`config.mk`:
```
export PLATFORM = sky130hd
export DESIGN_NAME = player_input_decoder
export DESIGN_NICKNAME = d
export VERILOG_FILES = /design/src/rtl/player_input_decoder.sv
export SDC_FILE = /design/constraint.sdc
export NUM_CORES = 1
export LEC_CHECK = 0
export BUFFER_PORTS_ARGS = -buffer_cell sky130_fd_sc_hd__buf_2
export CORE_MARGIN = 3
export CORE_UTILIZATION = 63
export DETAILED_ROUTE_END_ITERATION = 10
export PLACE_DENSITY_LB_ADDON = 0.15
export SETUP_SLACK_MARGIN = 0.05
export SYNTH_ARGS = -nofsm -noshare
export SYNTH_HDL_FRONTEND = slang
export SYNTH_SLANG_ARGS = --single-unit
```
`constraint.sdc`:
```
create_clock -name Clk -period 3.3 [get_ports Clk]
set_input_delay 0.33 -clock Clk [delete_from_list [all_inputs] [get_ports Clk]]
set_output_delay 0.33 -clock Clk [all_outputs]
set_load 0.005 [all_outputs]
```
`src/rtl/player_input_decoder.sv`:
```
// PS/2 keyboard receiver and key decoder for two players.
// Raw PS/2 clock/data are synchronized into Clk, frames are shifted in on
// PS/2 clock falling edges, checked for start/stop/odd parity, and accepted
// bytes drive break/extended prefix handling and six held key levels.
//
// state | meaning
// IDLE  | waiting for a start bit (falling edge with data low)
// SHIFT | receiving d0..d7, parity, stop; abandoned after an idle timeout
module player_input_decoder #(
  parameter int TIMEOUT_CYCLES = 50000
) (
  input  logic       Clk,
  input  logic       Reset,
  input  logic       ps2_clk,
  input  logic       ps2_data,
  output logic       fireboy_jump,
  output logic       fireboy_left,
  output logic       fireboy_right,
  output logic       icegirl_jump,
  output logic       icegirl_left,
  output logic       icegirl_right,
  output logic       byte_valid,
  output logic [7:0] scan_code,
  output logic       frame_err
);

  localparam logic [0:0] IDLE  = 1'b0;
  localparam logic [0:0] SHIFT = 1'b1;
  localparam int TW = $clog2(TIMEOUT_CYCLES + 1);
  localparam logic [TW-1:0] IDLE_LIMIT = TW'(TIMEOUT_CYCLES - 1);

  logic [2:0]    clk_sync;   // [1:0] synchronizer, [2] previous synced value
  logic [1:0]    data_sync;
  logic [0:0]    state;
  logic [3:0]    bit_cnt;
  logic [TW-1:0] idle_cnt;
  logic [8:0]    shift_reg;  // {parity, d7..d0} once full
  logic          break_pending;
  logic          ext_pending;

  logic       fall;
  logic       data_bit;
  logic       stop_edge;
  logic       frame_ok;
  logic [7:0] rx_byte;

  assign fall      = clk_sync[2] & ~clk_sync[1];
  assign data_bit  = data_sync[1];
  assign stop_edge = (state == SHIFT) && fall && (bit_cnt == 4'd10);
  // start is known to be 0 because SHIFT is only entered on a low start bit
  assign frame_ok  = data_bit && (^shift_reg);
  assign rx_byte   = shift_reg[7:0];

  // Two-flop synchronizers plus one extra clock flop for edge detection.
  always_ff @(posedge Clk) begin
    if (Reset) begin
      clk_sync  <= 3'b111;
      data_sync <= 2'b11;
    end else begin
      clk_sync  <= {clk_sync[1:0], ps2_clk};
      data_sync <= {data_sync[0], ps2_data};
    end
  end

  // Frame receiver: bit counting, LSB-first shifting and idle timeout.
  always_ff @(posedge Clk) begin
    if (Reset) begin
      state     <= IDLE;
      bit_cnt   <= 4'd0;
      idle_cnt  <= '0;
      shift_reg <= 9'd0;
    end else begin
      case (state)
        IDLE: begin
          idle_cnt <= '0;
          if (fall && !data_bit) begin
            state   <= SHIFT;
            bit_cnt <= 4'd1;
          end
        end
        default: begin
          if (fall) begin
            idle_cnt <= '0;
            if (bit_cnt == 4'd10) begin
              state   <= IDLE;
              bit_cnt <= 4'd0;
            end else begin
              shift_reg <= {data_bit, shift_reg[8:1]};
              bit_cnt   <= bit_cnt + 4'd1;
            end
          end else if (idle_cnt == IDLE_LIMIT) begin
            state    <= IDLE;
            bit_cnt  <= 4'd0;
            idle_cnt <= '0;
          end else begin
            idle_cnt <= idle_cnt + 1'b1;
          end
        end
      endcase
    end
  end

  // Frame result pulses, scan code register and key-level decoding.
  always_ff @(posedge Clk) begin
    if (Reset) begin
      byte_valid    <= 1'b0;
      frame_err     <= 1'b0;
      scan_code     <= 8'h00;
      break_pending <= 1'b0;
      ext_pending   <= 1'b0;
      fireboy_jump  <= 1'b0;
      fireboy_left  <= 1'b0;
      fireboy_right <= 1'b0;
      icegirl_jump  <= 1'b0;
      icegirl_left  <= 1'b0;
      icegirl_right <= 1'b0;
    end else begin
      byte_valid <= 1'b0;
      frame_err  <= 1'b0;
      if (stop_edge) begin
        if (frame_ok) begin
          byte_valid <= 1'b1;
          scan_code  <= rx_byte;
          if (rx_byte == 8'hF0) begin
            break_pending <= 1'b1;
          end else if (rx_byte == 8'hE0) begin
            ext_pending <= 1'b1;
          end else begin
            break_pending <= 1'b0;
            ext_pending   <= 1'b0;
            if (ext_pending) begin
              case (rx_byte)
                8'h75:   fireboy_jump  <= ~break_pending;
                8'h6B:   fireboy_left  <= ~break_pending;
                8'h74:   fireboy_right <= ~break_pending;
                default: ;
              endcase
            end else begin
              case (rx_byte)
                8'h1D:   icegirl_jump  <= ~break_pending;
                8'h1C:   icegirl_left  <= ~break_pending;
                8'h23:   icegirl_right <= ~break_pending;
                default: ;
              endcase
            end
          end
        end else begin
          frame_err     <= 1'b1;
          break_pending <= 1'b0;
          ext_pending   <= 1'b0;
        end
      end
    end
  end

endmodule

```
==> impl_metrics.json, run 1 <==
{
  "status": "completed",
  "synth_area_leaders": "dfxtp_1 44%, ha_1 8.3%, nand2_1 7.8%",
  "io_pins": 20,
  "first_global_vias": 1798,
  "slowest_delay_ps": 570,
  "hold_viol": 0,
  "crit_arrival_ps": 2790,
  "min_path_type": "input pin to flop",
  "switching_power_w": 0.000231,
  "clk_latency_ps": 310,
  "place_hpwl_um": 3100,
  "wl_per_cell_um": 13.3,
  "remaining_drc_errors": 0,
  "drive_above_1_share_pct": 12.1,
  "start_util_pct": 68.6,
  "cts_tree": "done",
  "max_freq_mhz": 394,
  "rsz0062_at_grt": "no",
  "drtIter0Drc": 137,
  "clock-root-buffer": "clkbuf_8",
  "num-nets-final": 316,
  "synth-seq-cells": 53,
  "wl_um": 4550,
  "die_w_um": 67.9,
  "cts_sinks": 53,
  "cts_resized": 0,
  "dp_slack_ps": 805,
  "synth_fp_nets": 298,
  "n_antenna_cell": 0,
  "synthCells": 278,
  "grt_pass1_wl_um": 7770,
  "grt_usage_pct": 22.3,
  "tightest_slew_ps": 596,
  "drt_first_pass_iters": 4,
  "relSlewSlack_pct": 60.2,
  "ctsHoldBuffers": 0,
  "setup_ws_ps": 759,
  "async_flop_share_pct": 0,
  "critical-path-slowest-cell": "or4_1",
  "ys_types": 39,
  "slew_viol_final": 0,
  "antenna_found_initial": 0,
  "p_int_w": 0.000952,
  "syn_area_per_cell_um2": 8.69,
  "post_cts_buffers": 0,
  "path_class": "flop to flop",
  "synth_area_leader_cell": "dfxtp_1",
  "holdPathStages": 2,
  "ff2ff_path_depth": 7,
  "worstPathMaxFanout": 14,
  "port_buffers": 19,
  "end_kind": "flop",
  "rows": 21,
  "vias_per_cell": 5.69,
  "largest_reg_flops": 16,
  "path_clk_slew_ps": 90,
  "die_y_um": 67.9,
  "gp_congestion": 0.826,
  "timing.final.crit_share_pct": 77.0,
  "grt-ovfl-total": 0,
  "synth_ff_type": "dfxtp_1",
  "core-area_mm2": 0.00352,
  "grt_max_degree": 32,
  "h-tree-depth": 2,
  "worst_clock_skew_ps": 7.24,
  "critPathLaunchType": "flop",
  "max_cap_viol_count": 0,
  "crit_path_cell_trace": "inv_1 -> ha_1 -> xnor3_1 -> xnor2_2 -> nand3_2 -> or4_1 -> a21oi_1",
  "die-area_mm2": 0.00461,
  "via_count": 1951,
  "synth_edf_count": 0,
  "setup_tns_ps": 0,
  "yosys_warnings": 0,
  "cp.required_ps": 3540,
  "sw_frac_of_total_pct": 19.5,
  "yosys.area.top_type_share_pct": 43.9,
  "leakage_nw": 1.01,
  "peakVddDrop_uv": 344,
  "period_needed_ps": 2540,
  "clkPwrFrac_pct": 44.2,
  "ys_seq_area_share_pct": 43.9,
  "setup_viol": 0,
  "p_comb_share_pct": 1.4,
  "area_growth_pct": 10.9,
  "power.density_mw_per_mm2": 441,
  "antenna_left": 0,
  "cts_buffer_depth": 2,
  "p_seq_share_pct": 54.5,
  "cts_inserted_buffers": 5,
  "syn-cell-area_mm2": 0.00241
}
## cells by family after synthesis
logic type	after synthesis	share of synthesized area (%)
AND/OR/NAND/NOR	128	26.4
flip-flops	53	43.9
AO/OA/AOI/OAI	35	8.50
buffers and inverters	24	3.73
XOR/XNOR	17	7.05
adder cells (fa/ha/maj)	16	8.29
multiplexers	5	2.07
## final timing paths
kind                      from      endpoint  slack, ps
setup / recovery  shift_reg[2]  fireboy_left        760
setup reg to reg  shift_reg[2]  fireboy_left        760
hold reg to reg    clk_sync[0]   clk_sync[1]        420
hold / removal         ps2_clk   clk_sync[0]        200
## cells in the mapped netlist (2+ instances only)
cell type and n:
dfxtp_1 53, nand2_1 50, nor2_1 23, a21oi_1 21, ha_1 16, inv_1 15, nand3_1 12, clkbuf_1 9
xnor2_1 9, nand4_1 6, xor2_1 6, and3_1 5, mux2i_1 5, or2_2 5, nor3_1 4, nor3b_1 4
o21ai_0 4, and2_1 3, a31oi_1 2, a41oi_1 2, and3b_1 2, and4b_1 2, nor2b_1 2, nor4b_1 2
nor4bb_1 2
## worst max-delay path, delay by kind of cell (launching register included)
kind / cells / cell delay (ps)
buffers and inverters: 1 / 100
XOR/XNOR: 2 / 630
AO/OA/AOI/OAI: 1 / 130
AND/OR/NAND/NOR: 2 / 830
flip-flops: 1 / 460
adder cells (fa/ha/maj): 1 / 310
## per-stage QoR
step	hold WS (ps)	total power, W	instances	utilization (%)	instance area (µm²)
6_report	197	0.00118	343	76.1	2680
5_1_grt	202	0.00122	343	76.1	2680
4_1_cts	198	0.00119	343	76.1	2680
3_5_place_dp	398	0.000675	335	72.2	2540
3_3_place_gp	391	0.000675	335	72.2	2540
2_1_floorplan	389	0.000670	278	-	2410
## cells in the final DEF, fill, tap and decap left out, types with 3 or more instances in the layout
cell type  count
a21oi_1       21
and2_1         3
and3_1         5
buf_2         19
clkbuf_8       5
dfxtp_1       53
ha_1          16
inv_1         15
mux2i_1        5
nand2_1       50
nand3_1       12
nand4_1        6
nor2_1        23
nor3_1         4
nor3b_1        4
o21ai_0        4
or2_2          5
xnor2_1        9
xor2_1         6
## power by group through the flow
stage | clock network [W] | registers [W] | logic, W
5_1_grt | 0.000558 | 0.000645 | 0.0000187
2_1_floorplan | 0 | 0.000658 | 0.0000120
3_5_place_dp | 0 | 0.000659 | 0.0000161
4_1_cts | 0.000529 | 0.000644 | 0.0000165
3_3_place_gp | 0 | 0.000659 | 0.0000161
6_report | 0.000522 | 0.000644 | 0.0000165
## routing by layer
layer	vias to the layer above	global-route usage, %	share of wire (%)
met5	-	0	0
met4	0	7.69	1.6
met3	12	5.58	3.8
met2	44	41.3	52
met1	916	24.7	43
li1	979	-	-
## cell type report
class,count,area [µm²]
clock inverters,3,68.8
inverters,15,56.3
repair buffers,20,103
multi-input cells,201,1260
clock buffers,5,68.8
fillers,263,842
flip-flops and latches,53,1060
well taps,46,57.6
Note: power is estimated with default switching activity, not from simulation.
==> inputs of run 2 (changes only) <==
CORE_UTILIZATION = 53   (was 63)
clock period = 2.3 ns   (was 3.3 ns; I/O delays follow)
==> run 2 against run 1 <==
Die area grew 17%. Flip-flop and latch count is the same. First-iteration DRC count shrank 68%. Total power grew 27%. Wire length shrank 3.3%. Via count shrank 4.0%. Clock power grew 6.3%. Cell count grew 4.1%. Fmax grew 18%. Global-route usage shrank 3.7 points. Critical path depth grew 1. Critical path type unchanged.
==> impl_metrics.json, run 2 (synthesis gave the netlist of run 1 again) <==
{
  "register_area_mm2": 0.00106,
  "fillers": 372,
  "finish.instance_area_mm2": 0.00273,
  "vias_per_cell": 5.25,
  "die-area_mm2": 0.00540,
  "cts_inserted_buffers": 5,
  "status": "completed",
  "largest_reg_flops": 16,
  "max_cap_viol_count": 0,
  "drt_first_pass_iters": 4,
  "switching_power_w": 0.000301,
  "n_antenna_cell": 0,
  "worst_clock_skew_ps": 6.64,
  "timing.final.crit_share_pct": 93.9,
  "relSlewSlack_pct": 66.1,
  "p_int_w": 0.00120,
  "die_y_um": 73.5,
  "p_comb_share_pct": 1.5,
  "clk_latency_ps": 300,
  "slew_viol_final": 0,
  "grt-ovfl-total": 0,
  "p_seq_share_pct": 61.5,
  "crit_arrival_ps": 2400,
  "wl_per_cell_um": 12.3,
  "rows": 23,
  "hold_viol": 0,
  "area_growth_pct": 13.1,
  "remaining_drc_errors": 0,
  "core-area_mm2": 0.00420,
  "tightest_slew_ps": 508,
  "clkPwrFrac_pct": 36.9,
  "h-tree-depth": 2,
  "cts_tree": "done",
  "via_count": 1873,
  "antenna_left": 0,
  "mostFrequentLayoutCells": "53 x dfxtp_1, 50 x nand2_1, 23 x nor2_1, 21 x a21oi_1, 19 x buf_2",
  "multiInputGateArea_mm2": 0.00127,
  "dp_slack_ps": 131,
  "critPathLaunchType": "flop",
  "die_w_um": 73.5,
  "drive_above_1_share_pct": 15.6,
  "cp.required_ps": 2540,
  "sw_frac_of_total_pct": 20.1,
  "wl_um": 4400,
  "period_needed_ps": 2160,
  "rsz0062_at_grt": "yes",
  "cts_sinks": 53,
  "grt_max_degree": 32,
  "end_kind": "flop",
  "grt_usage_pct": 18.6,
  "min_path_type": "input pin to flop",
  "worstPathMaxFanout": 13,
  "holdPathStages": 2,
  "place_hpwl_um": 3200,
  "first_global_vias": 1840,
  "cts_buffer_depth": 2,
  "start_util_pct": 57.5,
  "num-nets-final": 326,
  "power.density_mw_per_mm2": 550,
  "peakVddDrop_uv": 399,
  "max_freq_mhz": 463,
  "mostFrequentLayoutCell": "dfxtp_1",
  "leakage_nw": 1.06,
  "ff2ff_path_depth": 8,
  "place_area_mm2": 0.00261,
  "io_pins": 20,
  "setup_ws_ps": 139,
  "port_buffers": 19,
  "setup_viol": 0,
  "gp_congestion": 0.808,
  "grt_pass1_wl_um": 7920,
  "drtIter0Drc": 44,
  "clock-root-buffer": "clkbuf_8",
  "path_clk_slew_ps": 90,
  "path_class": "flop to flop",
  "antenna_found_initial": 0
}
run 2: through the flow:
step                      hold WS (ps)  std cells  setup TNS [ps]  power, W  utilization (%)
after floorplan                    334        278               0  0.000962                -
after global placement             394        347               0  0.000968             62.0
after detailed placement           399        347               0  0.000969             62.0
after CTS                         96.4        355               0   0.00152             64.4
after global routing               102        357           -2.82   0.00156             65.0
final                              104        357               0   0.00150             65.0
run 2: power groups by stage:
stage               sequential, W  combinational, W  clock (W)
floorplan                0.000944         0.0000172          0
global placement         0.000945         0.0000232          0
detailed placement       0.000946         0.0000234          0
CTS                      0.000924         0.0000235   0.000574
global route             0.000925         0.0000269   0.000611
finish                   0.000924         0.0000229   0.000555
run 2: layer usage:
layer / GRT usage (%) / part of all wire, % / up-vias
met5: 0 / 0 / -
met4: 5.43 / 1.3 / 0
met3: 4.51 / 3.5 / 4
met2: 33.2 / 49 / 22
met1: 21.9 / 46 / 855
li1: - / - / 992
run 2: critical path, stage by stage, from the launching register on:
cell and delay (ps):
dfxtp_1 340, inv_1 70, ha_1 320, xnor3_2 410, xnor2_2 210, nand3_2 100, buf_4 190, or3_1 310
a21oi_1 140
run 2: layout make-up:
cell class                 count  share of cell area [%]
clock buffer                   7                    3.53
clock inverter                 1                   0.183
inverter                      15                    2.06
multi-input combinational    201                    46.6
sequential                    53                    38.8
tap                           50                    2.29
timing repair buffer          30                    6.50
run 2: final timing paths:
kind / startpoint / end / slack [ps]
setup / recovery: shift_reg[2] / icegirl_right / 140
hold reg to reg: data_sync[0] / data_sync[1] / 420
hold / removal: ps2_data / data_sync[0] / 100
setup reg to reg: shift_reg[2] / icegirl_right / 140
run 2: timing repair:
action / CTS / global route
buffers inserted: 0 / 2
hold buffers: 0 / 0
endpoints found under the setup margin: 0 / 4
gates resized for setup: 0 / 2
